**config.mk**
```make
export PLATFORM = sky130hd
export DESIGN_NAME = fifo_rd_drain
export DESIGN_NICKNAME = d
export VERILOG_FILES = /design/src/rtl/fifo_rd_drain.sv
export SDC_FILE = /design/constraint.sdc
export NUM_CORES = 1
export LEC_CHECK = 0
export ABC_CLOCK_PERIOD_IN_PS = 3300
export CAP_MARGIN = 20
export CORE_UTILIZATION = 40
export CTS_CLUSTER_SIZE = 16
export DETAILED_ROUTE_END_ITERATION = 16
export PLACE_DENSITY_LB_ADDON = 0.2
export SETUP_SLACK_MARGIN = 0.3
export SLEW_MARGIN = 10
export SYNTH_ARGS = -nofsm -noshare
export SYNTH_HDL_FRONTEND = slang
export SYNTH_SLANG_ARGS = --single-unit
```
**constraint.sdc**
```tcl
create_clock -name rd_clk -period 3.3 [get_ports rd_clk]
set_clock_uncertainty 0.2 [all_clocks]
set_input_delay 0.66 -clock rd_clk [delete_from_list [all_inputs] [get_ports rd_clk]]
set_output_delay 0.66 -clock rd_clk [all_outputs]
set_load 0.02 [all_outputs]
```
**src/rtl/fifo_rd_drain.sv**
```systemverilog
// fifo_rd_drain
// Read-side master for the async FIFO, living entirely in the rd_clk domain.
// Issues reads against the FIFO flags, tracks each read through a tag pipeline
// until its ack/err response, commits good data into a small circular buffer
// and presents that buffer as a valid/ready stream.
//
// Ports
//   rd_clk            clock
//   clear             synchronous active-high reset
//   enable            permit new reads
//   fifo_empty        FIFO empty flag
//   fifo_almost_empty FIFO holds one entry
//   fifo_rd_en        read request (combinational)
//   fifo_dout         FIFO read data, valid DATA_LAT cycles after issue
//   fifo_rd_ack       read success, ACK_LAT cycles after issue
//   fifo_rd_err       read failure, ACK_LAT cycles after issue
//   m_valid/m_ready   output stream handshake
//   m_data            output stream data (head of buffer, registered)
//   err_cnt           failed or lost reads, saturating at 255
//   proto_err         sticky protocol-violation flag
//   inflight          reads issued and not yet resolved
module fifo_rd_drain #(
  parameter int WIDTH     = 8,
  parameter int BUF_DEPTH = 4,
  parameter int DATA_LAT  = 1,
  parameter int ACK_LAT   = 2
) (
  input  logic             rd_clk,
  input  logic             clear,
  input  logic             enable,
  input  logic             fifo_empty,
  input  logic             fifo_almost_empty,
  output logic             fifo_rd_en,
  input  logic [WIDTH-1:0] fifo_dout,
  input  logic             fifo_rd_ack,
  input  logic             fifo_rd_err,
  output logic             m_valid,
  input  logic             m_ready,
  output logic [WIDTH-1:0] m_data,
  output logic [7:0]       err_cnt,
  output logic             proto_err,
  output logic [2:0]       inflight
);

  localparam int AW = (BUF_DEPTH > 1) ? $clog2(BUF_DEPTH) : 1;
  localparam int CW = $clog2(BUF_DEPTH + 1);
  localparam int IW = $clog2(ACK_LAT + 1);
  localparam int DL = ACK_LAT - DATA_LAT;

  // tag_q[0] is stage 1 (set by the issuing edge); tag_q[ACK_LAT-1] is the
  // stage whose response is on fifo_rd_ack/fifo_rd_err this cycle.
  logic [ACK_LAT-1:0]                tag_q;
  logic [2:0]                        inflight_q, inflight_d;
  logic [7:0]                        err_cnt_q;
  logic                              proto_q;
  logic [IW-1:0]                     ign_q;
  logic [BUF_DEPTH-1:0][WIDTH-1:0]   mem_q, mem_d;
  logic [AW-1:0]                     wr_ptr_q, wr_ptr_d, rd_ptr_q, rd_ptr_d;
  logic [CW-1:0]                     count_q, count_d;
  logic [WIDTH-1:0]                  m_data_q;
  logic [WIDTH-1:0]                  res_data;
  logic                              tag_out, push, pop, err_inc, proto_set;

  assign tag_out = tag_q[ACK_LAT-1];

  // Carry the captured read data from the DATA_LAT stage to the resolving
  // stage so it lines up with its tag.
  generate
    if (DL == 0) begin : g_nodp
      assign res_data = fifo_dout;
    end else begin : g_dp
      localparam int DPW = DL * WIDTH;
      logic [DL-1:0][WIDTH-1:0] dpipe_q;
      always_ff @(posedge rd_clk) begin
        if (clear) dpipe_q <= '0;
        else       dpipe_q <= DPW'({dpipe_q, fifo_dout});
      end
      assign res_data = dpipe_q[DL-1];
    end
  endgenerate

  // Credit check keeps buffered + outstanding within the buffer, so a push
  // can never find the buffer full. The almost-empty term stops a second
  // read against the last entry while the flags still lag the first read.
  always_comb begin
    fifo_rd_en = enable && !fifo_empty &&
                 ((int'(inflight_q) + int'(count_q)) < BUF_DEPTH) &&
                 !(fifo_almost_empty && (inflight_q != '0));
  end

  // Response resolution. During the post-clear window no tags are live, so
  // only the unsolicited-response check needs gating.
  always_comb begin
    push      = 1'b0;
    err_inc   = 1'b0;
    proto_set = 1'b0;
    if (tag_out) begin
      if (fifo_rd_ack && !fifo_rd_err) begin
        push = 1'b1;
      end else begin
        err_inc = 1'b1;
        // both high or both low is a protocol violation
        if (fifo_rd_ack == fifo_rd_err) proto_set = 1'b1;
      end
    end else if ((fifo_rd_ack || fifo_rd_err) && (ign_q == '0)) begin
      proto_set = 1'b1;
    end
  end

  assign pop = (count_q != '0) && m_ready;

  always_comb begin
    mem_d    = mem_q;
    wr_ptr_d = wr_ptr_q;
    rd_ptr_d = rd_ptr_q;
    count_d  = count_q;
    if (push) begin
      mem_d[wr_ptr_q] = res_data;
      wr_ptr_d        = wr_ptr_q + AW'(1);
    end
    if (pop) rd_ptr_d = rd_ptr_q + AW'(1);
    case ({push, pop})
      2'b10:   count_d = count_q + CW'(1);
      2'b01:   count_d = count_q - CW'(1);
      default: count_d = count_q;
    endcase
  end

  always_comb begin
    case ({fifo_rd_en, tag_out})
      2'b10:   inflight_d = inflight_q + 3'd1;
      2'b01:   inflight_d = inflight_q - 3'd1;
      default: inflight_d = inflight_q;
    endcase
  end

  always_ff @(posedge rd_clk) begin
    if (clear) begin
      tag_q      <= '0;
      inflight_q <= '0;
      err_cnt_q  <= '0;
      proto_q    <= 1'b0;
      ign_q      <= IW'(ACK_LAT);
      mem_q      <= '0;
      wr_ptr_q   <= '0;
      rd_ptr_q   <= '0;
      count_q    <= '0;
      m_data_q   <= '0;
    end else begin
      tag_q      <= ACK_LAT'({tag_q, fifo_rd_en});
      inflight_q <= inflight_d;
      if (err_inc && (err_cnt_q != 8'hFF)) err_cnt_q <= err_cnt_q + 8'd1;
      if (proto_set) proto_q <= 1'b1;
      if (ign_q != '0) ign_q <= ign_q - IW'(1);
      mem_q      <= mem_d;
      wr_ptr_q   <= wr_ptr_d;
      rd_ptr_q   <= rd_ptr_d;
      count_q    <= count_d;
      // head of the next-state buffer, so a push into an empty buffer is
      // visible together with m_valid
      m_data_q   <= mem_d[rd_ptr_d];
    end
  end

  assign m_valid   = (count_q != '0);
  assign m_data    = m_data_q;
  assign err_cnt   = err_cnt_q;
  assign proto_err = proto_q;
  assign inflight  = inflight_q;

endmodule

```
==> summary by stage, run 1 <==
STA
The worst hold slack across all endpoints is between 0.2 and 0.25 ns. The hold violation count in the final report came to 0. The maximum clock rate is approximately 0.36 GHz. The share of the cycle needed by the critical path after routing is 84.2%. The worst pin sits at a relative slew slack of between 50% and 60%. The count of final max-slew check failures is 0. At the pin with the least slew margin, the transition time is 0.671 ns.

The post-route minimum period is between 2 and 3 ns. The total setup violations reported at the end of the flow is 0. In the final timing run, aggregate negative setup slack is 0 ns. The least setup slack across all paths after layout is approximately 0.52 ns. Setup repair after global routing left no endpoint under its margin.

Critical path
The start of the worst register-to-register path is count_q[1]. The worst register-to-register path has a depth of 10. Data on the critical path is required at its endpoint by ~2.4 ns. The critical path startpoint category is a primary input.

Following the worst setup path forward leads to its endpoint at fifo_rd_en. Across all register-to-register paths, the minimum setup slack is between 0.7 and 0.8 ns. The arrival time at the worst endpoint is roughly 1.9 ns. Tracing the worst setup path back leads to its startpoint at fifo_empty. The element type at the critical path end is a primary output. The worst reg2reg path endpoint is inflight[2]. The largest fanout on the critical path is 3.

The critical setup path kind is primary input to primary output.

Outcome
The run finished with clean final reports.

Placed design
After detailed placement, the total cell area comes to between 3000 and 4000 um^2. The number of placed instances, taps included, is between 500 and 600. The worst setup timing slack at the placement stage is approximately 0.26 ns. Detailed placement finished with a half-perimeter wire length of roughly 4700 um. During placement, the flow inserted port buffers numbering 37.

At the end of routability-driven placement, the weighted congestion stood at about 0.76.

Floorplanning
The number of ports placed on the die boundary is 38. Measured along the x axis, the die boundary spans roughly 93 um. The effective utilization at floorplan is a little over two fifths. The floorplan die height is about 93 um.

The site row count is 32. The area of the die is just under 9000 um^2. The total area inside the core boundary comes to 7890 um^2.

Clocking
The CTS H-tree depth is 3. The TritonCTS clock tree is done. The number of post-CTS setup repair buffers is 0. No sink is reached through more buffers than the 2 on the longest clock path. Counting the buffers created by CTS gives 9. Buffers inserted to repair hold after CTS numbered 0. The insertion delay to the later sink of the worst-skew pair is 0.34 ns. The post-CTS clock slew at the launch and capture registers of the worst setup and hold paths is about 0.08 ns.

Counting every sink on the clock net gives 71. CTS placed an instance of sky130_fd_sc_hd__clkbuf_8 at the clock tree root.

Synthesis
The post-synthesis compound-gate area fraction is a little over a tenth. The total nets after synthesis is about 450. Of the total synthesized cell area, the portion taken by AND, OR, NAND and NOR gates is a little under a third.

The commonest register cell after synthesis is sky130_fd_sc_hd__dfxtp_1. Synthesis inferred 71 register bits. The total of warnings raised by yosys is 0. The main combinational cell family by area after synthesis is simple AND/OR/NAND/NOR gates. Of the total synthesized cell area, the portion taken by XOR and XNOR cells is 4.15%. The post-synthesis sequential area ratio is about 43%. The synthesized netlist contains 34 unique library cells. The synthesized design contains 0 enable-type register cells. The area of the mapped netlist is 3320 um^2.

The share of flip-flops with an asynchronous set or reset after synthesis is 0%. The adder and majority gate portion of the synthesized area is between 5 and 6%. The synthesized area divided by synthesized cell count is between 7 and 8 um^2.

The number of cells produced by synthesis is roughly 420. In the synthesized netlist, mux cells make up less than 1% of the area.

Final layout
The share of cells above drive strength 1 is ~6.6%. From synthesis to final layout, the design area changed by 19.1%. The core occupancy in the finished layout is roughly half.

The number of filler cells placed in the layout is around 760. The final net count is about 480. Once layout is complete, the cells apart from fillers number 554.

0 antenna diodes ended up in the layout. The summed area of non-filler cells in the final layout is 3950 um^2.

Worst hold path
The tightest min-delay check is of the flop to flop type.

Pwr
For this design the static power due to leakage is approximately 1.5 nW. The power density relative to cell area is between 400 and 500 nW/um^2. IR analysis of the VDD net gives a maximum drop of 0.322 mV. The completed layout was analyzed and its total power is about 1.8 mW.

Route
In this run, the number of DRC markers left after iteration 0 of detailed routing was between 150 and 200. The final wirelength is ~7500 um. The number of optimization iterations in the first detailed-route pass is 4. The detail route stage leaves a number of antenna-violating nets equal to 0.

In the routed layout, each cell is associated on average with a via count of 5.19. Dividing the detail-routed wire length by the instance count gives between 10 and 15 um. The total number of vias is about 2,900. The number of remaining DRC errors is 0.

Run
The tool flagged a number of max-cap violations equal to 0.

Global routing
The first global-routing pass estimated between 10,000 and 15,000 um of wire. The met2 track utilization from global routing is between 20% and 30%. The via count of the first global-routing pass is roughly 2,700. In the global route stage, met1 resource usage came out at between 20% and 30%. In this run the most used layer during global routing was met2. The total global routing overflow is 0. Global routing used roughly 3.7% of the available met3 tracks. The number of antenna violations at the first check in global routing was 0. Entering global routing, the biggest net connects 64 pins. Global routing used a little under a fifth of the available tracks across all layers.
==> worst min-delay path by stage <==
| stage | startpoint | endpoint | slack, ns | cells past startpoint |
|---|---|---|---|---|
| after floorplan | tag_q[0] | tag_q[1] | 0.21 | 1 |
| after global placement | tag_q[0] | tag_q[1] | 0.23 | 1 |
| after detailed placement | tag_q[0] | tag_q[1] | 0.23 | 1 |
| after CTS | tag_q[0] | tag_q[1] | 0.25 | 1 |
| after global routing | tag_q[0] | tag_q[1] | 0.26 | 1 |
| final | tag_q[0] | tag_q[1] | 0.25 | 1 |
==> report_power, final <==
group | internal [mW] | switching (mW)
logic | 0.0731 | 0.0758
clock network | 0.409 | 0.315
registers | 0.882 | 0.0229
==> timing repair <==
| action | in CTS | in global routing |
|---|---|---|
| resized for setup | 1 | 0 |
| hold endpoints to repair | 0 | 0 |
| endpoints found under the setup margin | 1 | 0 |
==> cell usage in the layout, fill, tap and decap left out, drive strengths merged <==
cell type	count
o31a	1
o21ai	19
or3	35
and3	5
dfxtp	71
bufinv	1
nor2b	10
nand3b	1
nor4	1
mux2i	3
or2	1
a31oi	1
nand2	69
clkinv	2
o311ai	1
clkbuf	13
xnor2	4
dlygate4sd2	1
and4	1
xor2	10
nand2b	1
ha	12
clkdlybuf4s50	35
nor2	53
o21bai	1
nand4	28
buf	7
a21oi	42
nand3	7
inv	14
fa	2
==> synthesized netlist by cell type (2+ instances only) <==
cell type                  instances  share of area (%)
sky130_fd_sc_hd__dfxtp_1          71                 43
sky130_fd_sc_hd__nand2_1          69                7.8
sky130_fd_sc_hd__nor2_1           53                6.0
sky130_fd_sc_hd__a21oi_1          42                6.3
sky130_fd_sc_hd__or3_1            32                6.0
sky130_fd_sc_hd__nand4_1          28                5.3
sky130_fd_sc_hd__inv_1            14                1.6
sky130_fd_sc_hd__o21ai_0          14                2.1
sky130_fd_sc_hd__clkbuf_1         13                1.5
sky130_fd_sc_hd__ha_1             12                4.5
sky130_fd_sc_hd__nor2b_1          10                1.9
sky130_fd_sc_hd__xor2_1            9                2.4
sky130_fd_sc_hd__nand3_1           7                1.1
sky130_fd_sc_hd__and3_1            5               0.94
sky130_fd_sc_hd__o21ai_1           5               0.75
sky130_fd_sc_hd__buf_2             3               0.45
sky130_fd_sc_hd__buf_6             3                1.0
sky130_fd_sc_hd__mux2i_1           3               0.90
sky130_fd_sc_hd__or3_2             3               0.68
sky130_fd_sc_hd__xnor2_1           3               0.79
sky130_fd_sc_hd__buf_1             2               0.23
sky130_fd_sc_hd__fa_1              2                1.2
==> layout make-up <==
cell class	count	area, um^2	area share [%]
multi-input cells	308	1730	43.8
flip-flops and latches	71	1420	36.0
repair buffers	43	409	10.4
clock buffers	13	169	4.27
well taps	102	128	3.23
inverters	14	52.6	1.33
clock inverters	3	40.0	1.01
==> critical path, stage by stage <==
cell	delay (ns)
sky130_fd_sc_hd__clkdlybuf4s50_1	0.40
sky130_fd_sc_hd__nor4_1	0.26
sky130_fd_sc_hd__nand3b_1	0.19
sky130_fd_sc_hd__inv_1	0.08
sky130_fd_sc_hd__dlygate4sd2_1	0.32
==> routing by layer <==
layer	vias to the layer above	routed length (um)	part of all wire (%)
li1	1476	-	-
met1	1312	3540	47
met2	78	3370	45
met3	8	461	6.2
met4	0	106	1.4
met5	-	0	0
==> kinds of logic (layout without fill, tap and decap cells) <==
kind of cell	count (synthesis)	after routing
buf+inv	36	73
xor+xnor	14	14
compound gates	65	65
simple gates	212	212
flops	71	71
fa+ha+maj	14	14
mux	3	3
==> sequential cells by signal, indices dropped and copies added (netlist names) <==
signal / count
mem_q: 32
err_cnt: 8
g_dp.dpipe_q: 8
m_data: 8
count_q: 3
inflight: 3
ign_q: 2
rd_ptr_q: 2
tag_q: 2
wr_ptr_q: 2
proto_err: 1
No activity file was read; power rests on OpenSTA's default activity.
==> inputs of run 2 (changes only) <==
--- a/config.mk
+++ b/config.mk
@@ -5,7 +5,7 @@
 export SDC_FILE = /design/constraint.sdc
 export NUM_CORES = 1
 export LEC_CHECK = 0
-export ABC_CLOCK_PERIOD_IN_PS = 3300
+export ABC_CLOCK_PERIOD_IN_PS = 2500
 export CAP_MARGIN = 20
 export CORE_UTILIZATION = 40
 export CTS_CLUSTER_SIZE = 16
==> constraint.sdc (replaced) <==
create_clock -name rd_clk -period 2.5 [get_ports rd_clk]
set_clock_uncertainty 0.2 [all_clocks]
set_input_delay 0.5 -clock rd_clk [delete_from_list [all_inputs] [get_ports rd_clk]]
set_output_delay 0.5 -clock rd_clk [all_outputs]
set_load 0.02 [all_outputs]
==> run 2 against run 1 <==
Compared with the run above:
- sequential power rose by 31%
- cell area grew 14%
- critical path depth is 5 higher
- flip-flop and latch count did not move
- count of clock-buffer cells in the layout grew 2
==> summary by stage, run 2 (synthesis results as in run 1) <==
Outcome
The run finished with clean final reports.

Pwr
The clock network accounts for between 30 and 40% of the total power. IR analysis of the VDD net gives a maximum drop of around 0.3 mV. The total internal power is around 1.7 mW. Sequential cells burn a little over half of the power.

The total net switching power is between 0.5 and 0.6 mW. The combinational cell fraction of total power is around a tenth. The reported leakage power is around 1.8 nW.

Overall power consumption after layout is estimated at around 2.3 mW. Dividing total power by cell area gives a power density of 505 nW/um^2. Net switching is 24.3% of the power.

Critical path
The largest fanout on the critical path is 2. The element type at the critical path end is a flop. The critical setup path kind is flop to flop. The critical path's largest stage delay is about 0.35 ns. For the worst setup path, the data required time is between 2 and 3 ns. STA classifies the critical path startpoint as a flop.

The cell with the biggest individual delay on the critical path is sky130_fd_sc_hd__dfxtp_4. At the worst endpoint, the arrival time is roughly 2.4 ns. The cell seen most often among critical-path stages is sky130_fd_sc_hd__a21oi_2.

Traced cell by cell, the critical path runs through ha_4, a21oi_2, a21oi_1, nand3b_1, ha_2, inv_2, fa_2, xor2_1, or3_1, a21oi_2.

Route
The average wire length per cell after detail routing is about 13 um. The total number of vias is between 3,000 and 4,000. The number of vias per cell after detailed routing is 5.13. For this block, the initial DRC count from the detailed router was ~210. After detailed routing, the total wire length is between 8000 and 9000 um. Once detail routing completed, the nets flagged for antenna violations numbered 0.

The number of remaining DRC errors is 0. For this run, the detailed router's first-pass iteration total came to 4.

Clocking
The number of buffers on the longest clock path is 2. TritonCTS built the clock tree. Clock-pin slew was measured on the worst setup and hold paths at approximately 0.07 ns. At the later pin of the worst-skew pair, clock insertion delay measures ~0.34 ns. The tree is rooted in a sky130_fd_sc_hd__clkbuf_8.

CTS saw 71 sinks. Clock tree synthesis inserted a total of 9 buffers. The CTS H-tree depth is 3.

STA
The total setup violations reported at the end of the flow is 0. The count of final max-slew check failures is 0. The hold violation count in the final report was 0. The slew of the pin with the lowest slew margin is 0.716 ns. For this run, the top clock speed supported by timing is ~0.42 GHz. The post-route minimum period is 2.35 ns. The worst path uses between 90 and 100% of the clock period. Summed over all failing endpoints, the final setup total negative slack is 0 ns. Setup repair after global routing could not meet its margin everywhere.

The worst pin sits at a relative slew slack of roughly 52%.

Final layout
More flip-flops sit in one register than any other, and that register is mem_q. At the end of the flow, the number of nets in the layout was roughly 530. From synthesis to final layout, the design area changed by 35.2%.

After filler insertion, the fill cell instance count of the layout stands at approximately 720. The number of antenna diodes in the final layout is 0. The finished layout holds between 600 and 700 standard cells, fillers aside. The register with the most flip-flops in the layout has 32 of them. In the layout the commonest cells are 68 x sky130_fd_sc_hd__nand2_1, 66 x sky130_fd_sc_hd__dfxtp_1, 59 x sky130_fd_sc_hd__buf_4.

Of the cells placed in the final design, the portion with a size suffix greater than 1 is around 21%. The commonest non-fill, non-tap cell in the layout is sky130_fd_sc_hd__nand2_1.

Global routing
The via count of the first global-routing pass came to roughly 2,800. The total track usage is between 10% and 20%. The total global routing overflow is 0. The number of antenna violations at the first check in global routing is 0. The pin count of the biggest net entering global routing is 64.

The global-route wire length before repair is about 13,000 um.

Floorplanning
The site row count is 32. The area of the die is approximately 8700 um^2. Once the floorplan was initialized, standard cells occupied a little over two fifths of the core. The area of the core region is slightly below 8000 um^2. The floorplan die height is 93.1 um. The number of ports placed on the die boundary is 38. The die is a little over 90 um wide.

Placed design
Routability-driven placement finished with a final weighted congestion of roughly 0.84. During placement, the flow inserted port buffers numbering 37. The wire-length estimate of the detail-placed layout is approximately 5600 um. Once placement completed, the tool counted placed cells totaling 590.

Worst hold path
The type of the worst min-delay path is flop to flop.

Run
Max-cap violations in this run came to 0.
==> run 2: power by group through the flow <==
| stage | Clock, mW | Sequential [mW] | Combinational [mW] |
|---|---|---|---|
| after floorplan | 0 | 1.22 | 0.126 |
| after global placement | 0 | 1.22 | 0.210 |
| after detailed placement | 0 | 1.22 | 0.217 |
| after CTS | 0.870 | 1.19 | 0.221 |
| after global routing | 0.925 | 1.20 | 0.253 |
| final | 0.844 | 1.19 | 0.226 |
==> run 2: layout make-up <==
type / count / area (um^2) / area share, %
multi-input cells: 308 / 1820 / 40.6
inverters: 14 / 52.6 / 1.17
well taps: 102 / 128 / 2.84
clock buffers: 15 / 176 / 3.93
flip-flops and latches: 71 / 1440 / 32.0
repair buffers: 100 / 873 / 19.5
==> run 2: final timing paths <==
kind	from	to	slack [ns]	depth (start not counted)
hold / removal	tag_q[0]	tag_q[1]	0.24	1
setup / recovery	count_q[1]	inflight[2]	0.15	10
hold reg to reg	tag_q[0]	tag_q[1]	0.24	1
setup reg to reg	count_q[1]	inflight[2]	0.15	10
==> run 2: stage by stage <==
stage / instance area [um^2] / hold slack [ns] / worst slack [ns] / utilization [%]
floorplan: 3380 / 0.214 / 0.222 / -
global placement: 4210 / 0.219 / -0.270 / 53.4
detailed placement: 4210 / 0.226 / -0.328 / 53.4
CTS: 4430 / 0.246 / 0.118 / 56.1
global route: 4490 / 0.267 / 0.0406 / 56.9
finish: 4490 / 0.245 / 0.147 / 56.9
==> run 2: what timing repair did <==
action	in CTS	in global routing
hold buffers	0	0
gates resized for setup	21	15
setup endpoints to repair	15	14
buffers inserted	4	1
pin swaps	6	3
==> run 2: critical path: cells and delay by family, from the launching register on <==
kind / cells / cell delay, ns
DFF: 1 / 0.35
AOI/OAI and AO/OA: 3 / 0.25
buffers and inverters: 1 / 0.04
and+or+nand+nor: 2 / 0.48
xor gates and xnor gates: 1 / 0.15
adders and majority gates: 3 / 0.80
==> run 2: metal layers <==
metal	track usage (%)	vias to the layer above	wire, um
met5	0	-	0
met1	25.9	1442	3900
li1	-	1595	-
met4	9.36	0	126
met3	3.98	9	415
met2	30.8	84	3610
==> inputs of run 3 (changes only) <==
--- a/config.mk
+++ b/config.mk
@@ -7,8 +7,9 @@
 export LEC_CHECK = 0
 export ABC_CLOCK_PERIOD_IN_PS = 2500
 export CAP_MARGIN = 20
+export CORE_MARGIN = 2
 export CORE_UTILIZATION = 40
-export CTS_CLUSTER_SIZE = 16
+export CTS_CLUSTER_SIZE = 24
 export DETAILED_ROUTE_END_ITERATION = 16
 export PLACE_DENSITY_LB_ADDON = 0.2
 export SETUP_SLACK_MARGIN = 0.3
==> run 3 against run 2 <==
Compared with the run above:
- non-clock buffer count shrank 7
- worst hold slack lost 0.0039 ns
- register-to-register slack got worse by 0.03 ns
- core utilization fell by 2.6 points
- global-route usage decreased by 0.68 points
- critical path type unchanged
- largest power group unchanged
==> summary by stage, run 3 (synthesis results as in run 1) <==
Outcome
The run finished with clean final reports.

Clocking
The clock passes through at most 2 buffers. TritonCTS built the clock tree. The root buffer cell chosen for the clock tree is sky130_fd_sc_hd__clkbuf_8. The post-CTS clock slew at the launch and capture registers of the worst setup and hold paths is about 0.070 ns. The sink count of the clock tree is 71. The hold buffer count at cts is 0. The clock reaches the later pin of the worst-skew pair after around 0.34 ns. The CTS H-tree depth is 3. The number of CTS-inserted buffers is 9.

Pwr
The switching portion of total power is approximately a quarter. The clock power share is 38.7%. The total net switching power is between 0.5 and 0.6 mW. Registers are responsible for 52.0% of the overall power.

The reported leakage power is 1.79 nW. Combinational cells account for under 10% of the total power. The maximum vdd drop is 0.261 mV.

Power spread over the standard cell area amounts to approximately 520 nW/um^2. The internal portion of the total power is between 1.5 and 2 mW.

Critical path
The critical path required time is around 2.6 ns. The worst setup path is launched from a flop. The launch point of the worst path is inflight[1]. The critical path in this run is classified as flop to flop. The arrival time at the worst endpoint is between 2 and 2.5 ns. In this run the critical register-to-register path is launched from inflight[1]. The largest fanout on the critical path is 5.

The element type at the critical path end is a flop.

Global routing
The number of antenna violations at the first check in global routing is 0. The first global-routing pass estimated about 13,000 um of wire. After global routing the overflow that remains totals 0. The via count of the first global-routing pass is 2,859. Entering global routing, the biggest net connects 64 pins. The total track usage is between 10% and 20%.

Final layout
The area growth from synthesis to layout is 32.9%. Cells fill between 50% and 60% of the core in the end. The register with the most flip-flops in the layout has 32 of them. The register bank with the most flops is mem_q. The number of antenna diodes is 0. The share of cells above drive strength 1 is 19.4%. The net count of the finished layout is 527.

The library cells used most frequently in the layout, excluding fill and tap cells, are 68 x sky130_fd_sc_hd__nand2_1, 68 x sky130_fd_sc_hd__dfxtp_1, 54 x sky130_fd_sc_hd__buf_4.

Floorplanning
The width of the chip is 95.1 um. The floorplan die height is roughly 95 um. The floorplan has 33 rows. In this run the count of I/O pins placed on the die edge is 38. The area of the core region is a little over 8000 um^2. The area of the die is around 9000 um^2. The effective utilization at floorplan is 40.8%.

Placed design
The last weighted congestion value of the routability-driven placer is approximately 0.80. The placed wire-length estimate after detailed placement is around 5500 um. OpenSTA, run right after detailed placement, puts the worst setup slack at -0.331 ns. The number of port buffers is 37.

STA
The post-route minimum period is roughly 2.4 ns. The slew of the pin with the lowest slew margin is 0.677 ns. Headroom to the max-slew limit came out at ~55%. Setup repair after global routing could not meet its margin everywhere. The hold violation count in the final report is 0. The worst path uses 95.2% of the clock period. Setup slack on the critical path of the routed design comes to 0.119 ns. The count of final max-slew check failures came to 0. For this run, the top clock speed supported by timing is 0.420 GHz. The total setup violations reported at the end of the flow is 0.

Route
After the first detailed-routing iteration, the DRC count stood at 94. Once detail routing completed, the nets flagged for antenna violations numbered 0. Dividing the detail-routed wire length by the instance count gives around 13 um. The final wirelength is 7970 um. The number of optimization iterations in the first detailed-route pass is 4. The total number of vias is roughly 3,000. The number of vias per cell after detailed routing is about 5.

The number of remaining DRC errors is 0.

Worst hold path
The worst hold path begins at tag_q[0]. The type of the worst min-delay path is flop to flop.

Run
The number of maximum-capacitance constraint violations is 0.
run 3: worst paths after layout:
path | to | slack [ns] | cells after the start
worst min register to register | tag_q[1] | 0.24 | 1
worst max-delay path | inflight[2] | 0.12 | 10
worst max register to register | inflight[2] | 0.12 | 10
worst min-delay path | tag_q[1] | 0.24 | 1
run 3: what timing repair did:
action,CTS,global route
pin swaps,1,1
setup endpoints to repair,15,11
hold endpoints to repair,0,0
gates resized for setup,16,4
buffers inserted,1,0
run 3: layout make-up:
type,count,area [um^2]
clock buffers,12,176
clock inverters,3,15.0
fillers,777,3720
inverters,14,52.6
multi-input cells,308,1800
flip-flops and latches,71,1430
well taps,105,131
repair buffers,93,808
run 3: power by group through the flow:
stage	clock (mW)	combinational, mW	sequential [mW]
after detailed placement	0	0.215	1.22
after global routing	0.963	0.245	1.20
final	0.889	0.214	1.20
after global placement	0	0.210	1.22
after CTS	0.912	0.216	1.20
after floorplan	0	0.126	1.22
run 3: stage by stage:
| step | std cells | TNS (ns) | total power [mW] | hold WS, ns | area (um^2) |
|---|---|---|---|---|---|
| final | 606 | 0 | 2.30 | 0.241 | 4410 |
| after global routing | 606 | 0 | 2.41 | 0.252 | 4410 |
| after CTS | 606 | 0 | 2.32 | 0.247 | 4400 |
| after detailed placement | 590 | -2.71 | 1.44 | 0.230 | 4190 |
| after global placement | 590 | -2.28 | 1.43 | 0.228 | 4190 |
| after floorplan | 415 | 0 | 1.35 | 0.214 | 3380 |
run 3: critical path: stages (launching register included):
cell and delay, ns:
sky130_fd_sc_hd__dfxtp_4 0.37, sky130_fd_sc_hd__ha_4 0.26, sky130_fd_sc_hd__a21oi_2 0.05, sky130_fd_sc_hd__a21oi_1 0.10, sky130_fd_sc_hd__nand3b_1 0.18, sky130_fd_sc_hd__ha_2 0.21
sky130_fd_sc_hd__inv_2 0.04, sky130_fd_sc_hd__fa_2 0.32, sky130_fd_sc_hd__xor2_1 0.15, sky130_fd_sc_hd__or3_1 0.31, sky130_fd_sc_hd__a21oi_1 0.12
run 3: metal layers:
metal	vias up	part of all wire, %	global-route usage [%]
met4	0	1.0	7.97
met1	1424	48	26.5
met5	-	0	0
met2	78	46	28.3
li1	1573	-	-
met3	9	5.2	4.27
